$ cat src/rtl/change_dispenser.sv
// change_dispenser: releases the purchased item, then pays out returned change
// as 50/20/10 coins over a req/ack handshake with the coin hopper. A one-deep
// pending slot holds a request that arrives while a dispense is in progress.
module change_dispenser #(
    parameter int unsigned ACK_TIMEOUT = 15,
    parameter int unsigned TO_W        = 4
) (
    input  logic       clk,
    input  logic       reset,
    input  logic       purchase,
    input  logic [2:0] ret,
    input  logic       hopper_ack,
    output logic       item_drop,
    output logic       coin_req,
    output logic [1:0] coin_sel,
    output logic [3:0] change_left,
    output logic       busy,
    output logic       done,
    output logic       overflow,
    output logic       fault,
    output logic       code_err
);

    localparam int unsigned UW = 4;

    typedef enum logic [2:0] {
        S_IDLE,
        S_ITEM,
        S_COIN,
        S_GAP,
        S_DONE,
        S_FAULT
    } state_t;

    state_t          state_q;
    logic [UW-1:0]   units_q;
    logic            pend_valid_q;
    logic            pend_pur_q;
    logic [UW-1:0]   pend_units_q;
    logic [TO_W-1:0] to_cnt_q;
    logic            overflow_q;
    logic            code_err_q;

    logic            req_c;
    logic [UW-1:0]   req_units_c;
    logic [UW-1:0]   coin_val_c;
    logic [1:0]      coin_code_c;

    // Change code to units of 10; the illegal code pays nothing.
    function automatic logic [UW-1:0] decode_units(input logic [2:0] code);
        case (code)
            3'b001:  decode_units = UW'(2);
            3'b010:  decode_units = UW'(3);
            3'b011:  decode_units = UW'(4);
            3'b100:  decode_units = UW'(5);
            3'b101:  decode_units = UW'(7);
            3'b110:  decode_units = UW'(9);
            default: decode_units = UW'(0);
        endcase
    endfunction

    // First state of a freshly loaded transaction.
    function automatic state_t load_state(input logic pur, input logic [UW-1:0] u);
        if (pur)               load_state = S_ITEM;
        else if (u != UW'(0))  load_state = S_COIN;
        else                   load_state = S_DONE;
    endfunction

    // Request detection and greedy coin choice for the active amount.
    always_comb begin
        req_c       = purchase | (ret != 3'b000);
        req_units_c = decode_units(ret);
        coin_val_c  = UW'(1);
        coin_code_c = 2'b01;
        if (units_q >= UW'(5)) begin
            coin_val_c  = UW'(5);
            coin_code_c = 2'b11;
        end else if (units_q >= UW'(2)) begin
            coin_val_c  = UW'(2);
            coin_code_c = 2'b10;
        end
    end

    // Transaction FSM, pending slot, timeout counter and sticky flags.
    always_ff @(posedge clk) begin
        if (reset) begin
            state_q      <= S_IDLE;
            units_q      <= '0;
            pend_valid_q <= 1'b0;
            pend_pur_q   <= 1'b0;
            pend_units_q <= '0;
            to_cnt_q     <= '0;
            overflow_q   <= 1'b0;
            code_err_q   <= 1'b0;
        end else begin
            if (ret == 3'b111) code_err_q <= 1'b1;

            // Outside IDLE a request can only be parked or dropped.
            if (state_q != S_IDLE && req_c) begin
                if (!pend_valid_q) begin
                    pend_valid_q <= 1'b1;
                    pend_pur_q   <= purchase;
                    pend_units_q <= req_units_c;
                end else begin
                    overflow_q <= 1'b1;
                end
            end

            case (state_q)
                S_IDLE: begin
                    if (pend_valid_q) begin
                        state_q      <= load_state(pend_pur_q, pend_units_q);
                        units_q      <= pend_units_q;
                        pend_valid_q <= req_c;
                        pend_pur_q   <= purchase;
                        pend_units_q <= req_units_c;
                    end else if (req_c) begin
                        state_q <= load_state(purchase, req_units_c);
                        units_q <= req_units_c;
                    end
                end
                S_ITEM: state_q <= (units_q != UW'(0)) ? S_COIN : S_DONE;
                S_COIN: begin
                    if (hopper_ack) begin
                        units_q  <= units_q - coin_val_c;
                        to_cnt_q <= '0;
                        state_q  <= (units_q == coin_val_c) ? S_DONE : S_GAP;
                    end else if (to_cnt_q == TO_W'(ACK_TIMEOUT - 1)) begin
                        state_q <= S_FAULT;
                    end else begin
                        to_cnt_q <= to_cnt_q + TO_W'(1);
                    end
                end
                S_GAP:   state_q <= S_COIN;
                S_DONE:  state_q <= S_IDLE;
                S_FAULT: state_q <= S_FAULT;
                default: state_q <= S_IDLE;
            endcase
        end
    end

    // Moore outputs decoded from the registered state.
    assign item_drop   = (state_q == S_ITEM);
    assign coin_req    = (state_q == S_COIN);
    assign coin_sel    = (state_q == S_COIN) ? coin_code_c : 2'b00;
    assign change_left = (state_q == S_IDLE) ? 4'd0 : units_q;
    assign busy        = (state_q != S_IDLE) | pend_valid_q;
    assign done        = (state_q == S_DONE);
    assign fault       = (state_q == S_FAULT);
    assign overflow    = overflow_q;
    assign code_err    = code_err_q;

endmodule

$ cat config.mk
export PLATFORM = sky130hd
export DESIGN_NAME = change_dispenser
export DESIGN_NICKNAME = d
export VERILOG_FILES = /design/src/rtl/change_dispenser.sv
export SDC_FILE = /design/constraint.sdc
export NUM_CORES = 1
export LEC_CHECK = 0
export CAP_MARGIN = 20
export CORE_MARGIN = 3
export CORE_UTILIZATION = 25
export CTS_BUF_LIST = sky130_fd_sc_hd__clkbuf_8
export CTS_CLUSTER_SIZE = 8
export DETAILED_ROUTE_END_ITERATION = 10
export GPL_TIMING_DRIVEN = 0
export MAX_ROUTING_LAYER = met4
export SLEW_MARGIN = 40
export SYNTH_ARGS = -nofsm -noshare
export SYNTH_HDL_FRONTEND = slang
export SYNTH_SLANG_ARGS = --single-unit
$ cat constraint.sdc
create_clock -name clk -period 3.14 [get_ports clk]
set_input_delay 0.471 -clock clk [delete_from_list [all_inputs] [get_ports clk]]
set_output_delay 0.471 -clock clk [all_outputs]
set_load 0.1 [all_outputs]
==> impl_metrics.env, run 1 <==
export IMPL_status="finished, final reports clean"
export IMPL_drt_iter0_drc=47
export IMPL_critPathRequiredTime_ns=2.67
export IMPL_synth_cell_area_mm2=0.00127
export IMPL_yosysUniqueCellTypes=43
export IMPL_worstSetupStartpointType="register"
export IMPL_netlist_instances=159
export IMPL_final_common_cell="nor2_1"
export IMPL_grt_pass1_vias=1112
export IMPL_grt_max_degree=11
export IMPL_fill_cells=542
export IMPL_globalRouteTotalUtil_pct=11.0
export IMPL_io_buffers=17
export IMPL_layout_common_cells="nor2_1 (25), dfxtp_1 (19), a21oi_1 (14), buf_2 (14)"
export IMPL_critPathArrivalTime_ns=1.83
export IMPL_viasPerCell=4.81
export IMPL_path_common_cell="buf_2"
export IMPL_dieArea_mm2=0.00598
export IMPL_critPathSlowestCell="buf_2"
export IMPL_cts_hold_buffers=0
export IMPL_ys_seq_area_share_pct=29.9
export IMPL_antenna_found_initial=0
export IMPL_cts_resized=0
export IMPL_cp_end_kind="primary output"
export IMPL_crit_path_max_fanout=10
export IMPL_drt_pass1_iter_count=4
export IMPL_route_antenna_remaining_nets=0
export IMPL_synth_area_leaders="dfxtp_1 (30%), nor2_1 (7.4%), a21oi_1 (5.5%), mux2i_1 (5.5%), mux2_2 (5.3%)"
export IMPL_synth_edff_count=0
export IMPL_finalSetupViolCount=0
export IMPL_cts_setup_buffers=0
export IMPL_die_h_um=77.3
export IMPL_fin_area_mm2=0.00151
export IMPL_cts_tree="done"
export IMPL_coreArea_mm2=0.00482
export IMPL_drc=0
export IMPL_fin_crit_sh_pct=73.3
export IMPL_slew_violations=0
export IMPL_drt_wl_total_um=2990
export IMPL_root_buffer="clkbuf_8"
export IMPL_synth_largest_area_cell="dfxtp_1"
export IMPL_overflow=0
export IMPL_slew_headroom_pct=66.5
export IMPL_dpl_cell_area_mm2=0.00147
export IMPL_antenna_cells=0
export IMPL_hpwlAfterDp_um=2290
export IMPL_worstPathCellList="buf_2 -> nor2_1 -> nand2_1 -> inv_1 -> and2_1 -> buf_2"
export IMPL_vias=1188
export IMPL_nets=193
export IMPL_min_path_type="register to register"
export IMPL_multi_input_area_um2=815
export IMPL_numCtsBuffers=3
export IMPL_async_flop_share_pct=0
export IMPL_die_x_um=77.3
export IMPL_syn_nets=171
export IMPL_place_congestion=0.794
export IMPL_cts_clk_slew_worst_paths_ns=0.08
export IMPL_rsz0062_at_grt="false"
export IMPL_synthFlopType="dfxtp_1"
export IMPL_synth_seq_cells=19
export IMPL_setup_tns_ns=0
export IMPL_register_area_um2=380
export IMPL_worst_path_buf_inv=3
export IMPL_fin_skew_ns=0.00369
export IMPL_layout_drive_gt1_share_pct=18.9
export IMPL_worst_pin_slew_ns=0.503
export IMPL_max_stage_delay_ns=0.42
export IMPL_initial_utilization_pct=26.4
export IMPL_synthToLayoutAreaGrowth_pct=18.8
export IMPL_cpLargestDelayFamily="buffers and inverters"
export IMPL_clock_sinks=19
export IMPL_drv_cap=0
export IMPL_post_drt_wl_per_cell_um=12.1
export IMPL_netlist_area_leader_share_pct=29.9
export IMPL_clk_path_buf_depth=2
export IMPL_fin_crit_ns=2.30
export IMPL_criticalPathCategory="register to primary output"
export IMPL_clk_latency_ns=0.26
export IMPL_max_clock_freq_mhz=435
export IMPL_final_hold_violation_count=0
export IMPL_ios=20
export IMPL_ys_warnings_count=0
export IMPL_htreeDepth=1
export IMPL_fp_row_count=25
export IMPL_postSynthAreaPerCell_um2=8.00
export IMPL_grt_first_pass_wirelength_um=5220
export IMPL_holdWs_ns=0.468
routing by layer:
metal	vias up	track usage, %	part of all wire, %
met5	-	-	0
met4	0	3.02	1.4
met2	22	17.1	45
met3	7	3.29	4.8
met1	554	13.8	49
li1	605	-	-
final cells by class:
cell class                      count  share of cell area (%)
Multi-Input combinational cell    123                    53.9
Sequential cell                    19                    25.2
Tap cell                           67                    5.55
Buffer                              8                    2.82
Clock buffer                        3                    2.73
Timing Repair Buffer               17                    6.96
Clock inverter                      1                   0.249
Inverter                            9                    2.57
path summary, 6_finish.rpt:
path / start / end / slack (ns) / depth (start not counted)
max: state_q[2] / coin_sel[0] / 0.84 / 6
min: overflow / overflow / 0.47 / 2
max reg2reg: units_q[1] / units_q[3] / 0.92 / 9
min reg2reg: overflow / overflow / 0.47 / 2
cells by family (layout without fill, tap and decap cells):
| group | count (synthesis) | in the layout | synth area share, % |
|---|---|---|---|
| AOI/OAI and AO/OA | 36 | 36 | 17.9 |
| xor gates and xnor gates | 2 | 2 | 1.38 |
| adders and majority gates | 5 | 5 | 4.92 |
| buffers and inverters | 17 | 38 | 6.40 |
| DFF | 19 | 19 | 29.9 |
| muxes | 13 | 13 | 10.8 |
| and+or+nand+nor | 67 | 67 | 28.6 |
per-stage QoR:
step / std cells / util, % / worst slack [ns]
2_1_floorplan: 159 / - / 0.438
4_1_cts: 247 / 31.4 / 0.841
3_3_place_gp: 243 / 31.8 / 0.432
6_report: 247 / 31.4 / 0.839
5_1_grt: 247 / 31.4 / 0.603
3_5_place_dp: 243 / 30.4 / 0.761
worst register-to-register path, cell delays in order, from the launching register on:
cell     delay [ns]
dfxtp_1        0.37
nor2_1         0.21
mux2i_1        0.10
or2_2          0.32
ha_1           0.33
nor2b_1        0.14
o21ai_0        0.19
nor4b_1        0.23
o21ai_0        0.12
a21oi_1        0.14
state kept, by name, indices dropped and copies added (netlist names):
signal	flops
units_q	4
code_err	1
pend_valid_q	1
state_q	3
pend_pur_q	1
pend_units_q	4
overflow	1
to_cnt_q	4
cells in the mapped netlist (2+ instances only):
cell type	number
xor2_1	2
nand3b_1	2
o21ai_0	9
a31oi_1	3
and2_1	5
ha_1	5
dfxtp_1	19
nand2_1	5
mux2i_1	7
o21ai_1	3
mux2_2	6
nand3_1	2
nor2b_1	3
nor3_2	2
nand2b_1	5
nor3_1	6
a21oi_1	14
inv_1	8
clkbuf_1	4
or4_1	2
nor2_1	25
Power of run 1 is not shown: default switching activity piles up to over one toggle a cycle in this logic, so the estimate is an artifact.
==> run 2, diff against run 1 <==
clock period = 2 ns   (was 3.14 ns; I/O delays follow)
==> impl_metrics.env, run 2 (synthesized netlist as in run 1, its figures left out) <==
export IMPL_status="finished, final reports clean"
export IMPL_met3_usage_pct=2.58
export IMPL_critPathArrivalTime_ns=2.06
export IMPL_nets=193
export IMPL_grt_pass1_vias=1029
export IMPL_fin_skew_ns=0.00374
export IMPL_antenna_found_initial=0
export IMPL_route_antenna_remaining_nets=0
export IMPL_largestRegisters="pend_units_q: 4 flops, to_cnt_q: 4 flops, units_q: 4 flops"
export IMPL_grt_max_degree=11
export IMPL_fin_crit_sh_pct=95.9
export IMPL_die_x_um=77.3
export IMPL_setup_tns_ns=0
export IMPL_min_path_type="register to register"
export IMPL_antenna_cells=0
export IMPL_worstPathCellList="clkdlybuf4s50_1 -> or4_4 -> nand2_1 -> mux2_2 -> mux2i_1 -> nor2_1"
export IMPL_viasPerCell=4.70
export IMPL_drt_wl_total_um=3130
export IMPL_synthToLayoutAreaGrowth_pct=26.2
export IMPL_critPathRequiredTime_ns=2.14
export IMPL_grt_use_met2_pct=16.2
export IMPL_layout_drive_gt1_share_pct=28.3
export IMPL_drt_iter0_drc=39
export IMPL_cts_clk_slew_worst_paths_ns=0.07
export IMPL_fp_row_count=25
export IMPL_multi_input_area_um2=880
export IMPL_die_h_um=77.3
export IMPL_hpwlAfterDp_um=2210
export IMPL_max_clock_freq_mhz=521
export IMPL_grt_use_met1_pct=13.9
export IMPL_post_drt_wl_per_cell_um=12.7
export IMPL_initial_utilization_pct=26.4
export IMPL_clk_path_buf_depth=2
export IMPL_register_area_um2=382
export IMPL_worstSetupStartpointType="primary input"
export IMPL_finalSetupViolCount=0
export IMPL_globalRouteTotalUtil_pct=10.7
export IMPL_fill_cells=526
export IMPL_final_common_cell="nor2_1"
export IMPL_slew_headroom_pct=63.4
export IMPL_final_hold_violation_count=0
export IMPL_htreeDepth=1
export IMPL_ios=20
export IMPL_worst_path_buf_inv=1
export IMPL_fin_crit_ns=1.92
export IMPL_layout_common_cells="nor2_1 (21), dfxtp_1 (18), a21oi_1 (14)"
export IMPL_criticalPathCategory="primary input to register"
export IMPL_slew_violations=0
export IMPL_clock_sinks=19
export IMPL_cts_hold_buffers=0
export IMPL_numCtsBuffers=3
export IMPL_crit_path_max_fanout=7
export IMPL_dieArea_mm2=0.00598
export IMPL_io_buffers=17
export IMPL_cp_end_kind="register"
export IMPL_max_stage_delay_ns=0.62
export IMPL_drc=0
export IMPL_overflow=0
export IMPL_top_usage_layer="met2"
export IMPL_drt_pass1_iter_count=4
export IMPL_root_buffer="clkbuf_8"
export IMPL_worst_pin_slew_ns=0.549
export IMPL_cpLargestDelayFamily="simple AND/OR/NAND/NOR gates"
export IMPL_cts_tree="done"
export IMPL_grt_first_pass_wirelength_um=4970
export IMPL_place_congestion=0.802
export IMPL_clk_latency_ns=0.26
export IMPL_critPathSlowestCell="or4_4"
export IMPL_drv_cap=0
export IMPL_coreArea_mm2=0.00482
export IMPL_vias=1161
[run 2: changes by cell type in the layout (fill, tap and decap cells not counted), moves of 2 or more]
cell / previous run / this run
buf_6: 1 / 3
nor2_1: 25 / 21
o21ai_0: 9 / 7
nor2_2: 0 / 4
buf_4: 1 / 6
buf_2: 14 / 8
[run 2: repair_timing]
item | 4_1_cts | 5_1_grt
setup buffers | 1 | 0
pin swaps | 1 | 3
gates cloned | 0 | 0
resized for setup | 12 | 12
setup endpoints to repair | 10 | 11
[run 2: per-stage QoR]
stage / instances / util, % / setup slack, ns / hold WS, ns / area (um2)
after floorplan: 159 / - / -0.288 / 0.444 / 1280
after global placement: 243 / 31.9 / -0.558 / 0.453 / 1540
after detailed placement: 243 / 30.6 / -0.202 / 0.461 / 1470
after CTS: 247 / 32.5 / 0.00535 / 0.480 / 1560
after global routing: 247 / 33.3 / -0.0270 / 0.503 / 1600
final: 247 / 33.3 / 0.0821 / 0.473 / 1600
[run 2: final timing paths]
kind / start / to / slack, ns / cells past startpoint
worst max-delay path: ret[1] / pend_units_q[1] / 0.08 / 6
worst min-delay path: code_err / code_err / 0.47 / 2
worst max register to register: units_q[1] / state_q[2] / 0.10 / 8
worst min register to register: code_err / code_err / 0.47 / 2
[run 2: worst reg2reg max path, cell delays in order (launching register included)]
cell,delay [ns]
dfxtp_2,0.37
nor2_2,0.14
mux2i_1,0.08
or2_4,0.26
ha_1,0.31
nand4b_1,0.18
a21oi_1,0.12
a211oi_2,0.24
a21oi_1,0.09
[run 2: metal layers]
layer / routed length (um) / vias up
met5: 0 / -
met3: 126 / 5
met2: 1440 / 23
li1: - / 607
met1: 1520 / 526
met4: 41 / 0
[run 2: final cells by class]
type                       count  share of cell area [%]
clock buffer                   3                    2.57
inverter                       9                    2.42
sequential                    19                    23.8
multi-input combinational    123                    54.8
buffer                         7                    2.50
timing repair buffer          18                    8.42
clock inverter                 1                   0.234
tap                           67                    5.23
Power of run 2 is left out for the same reason.
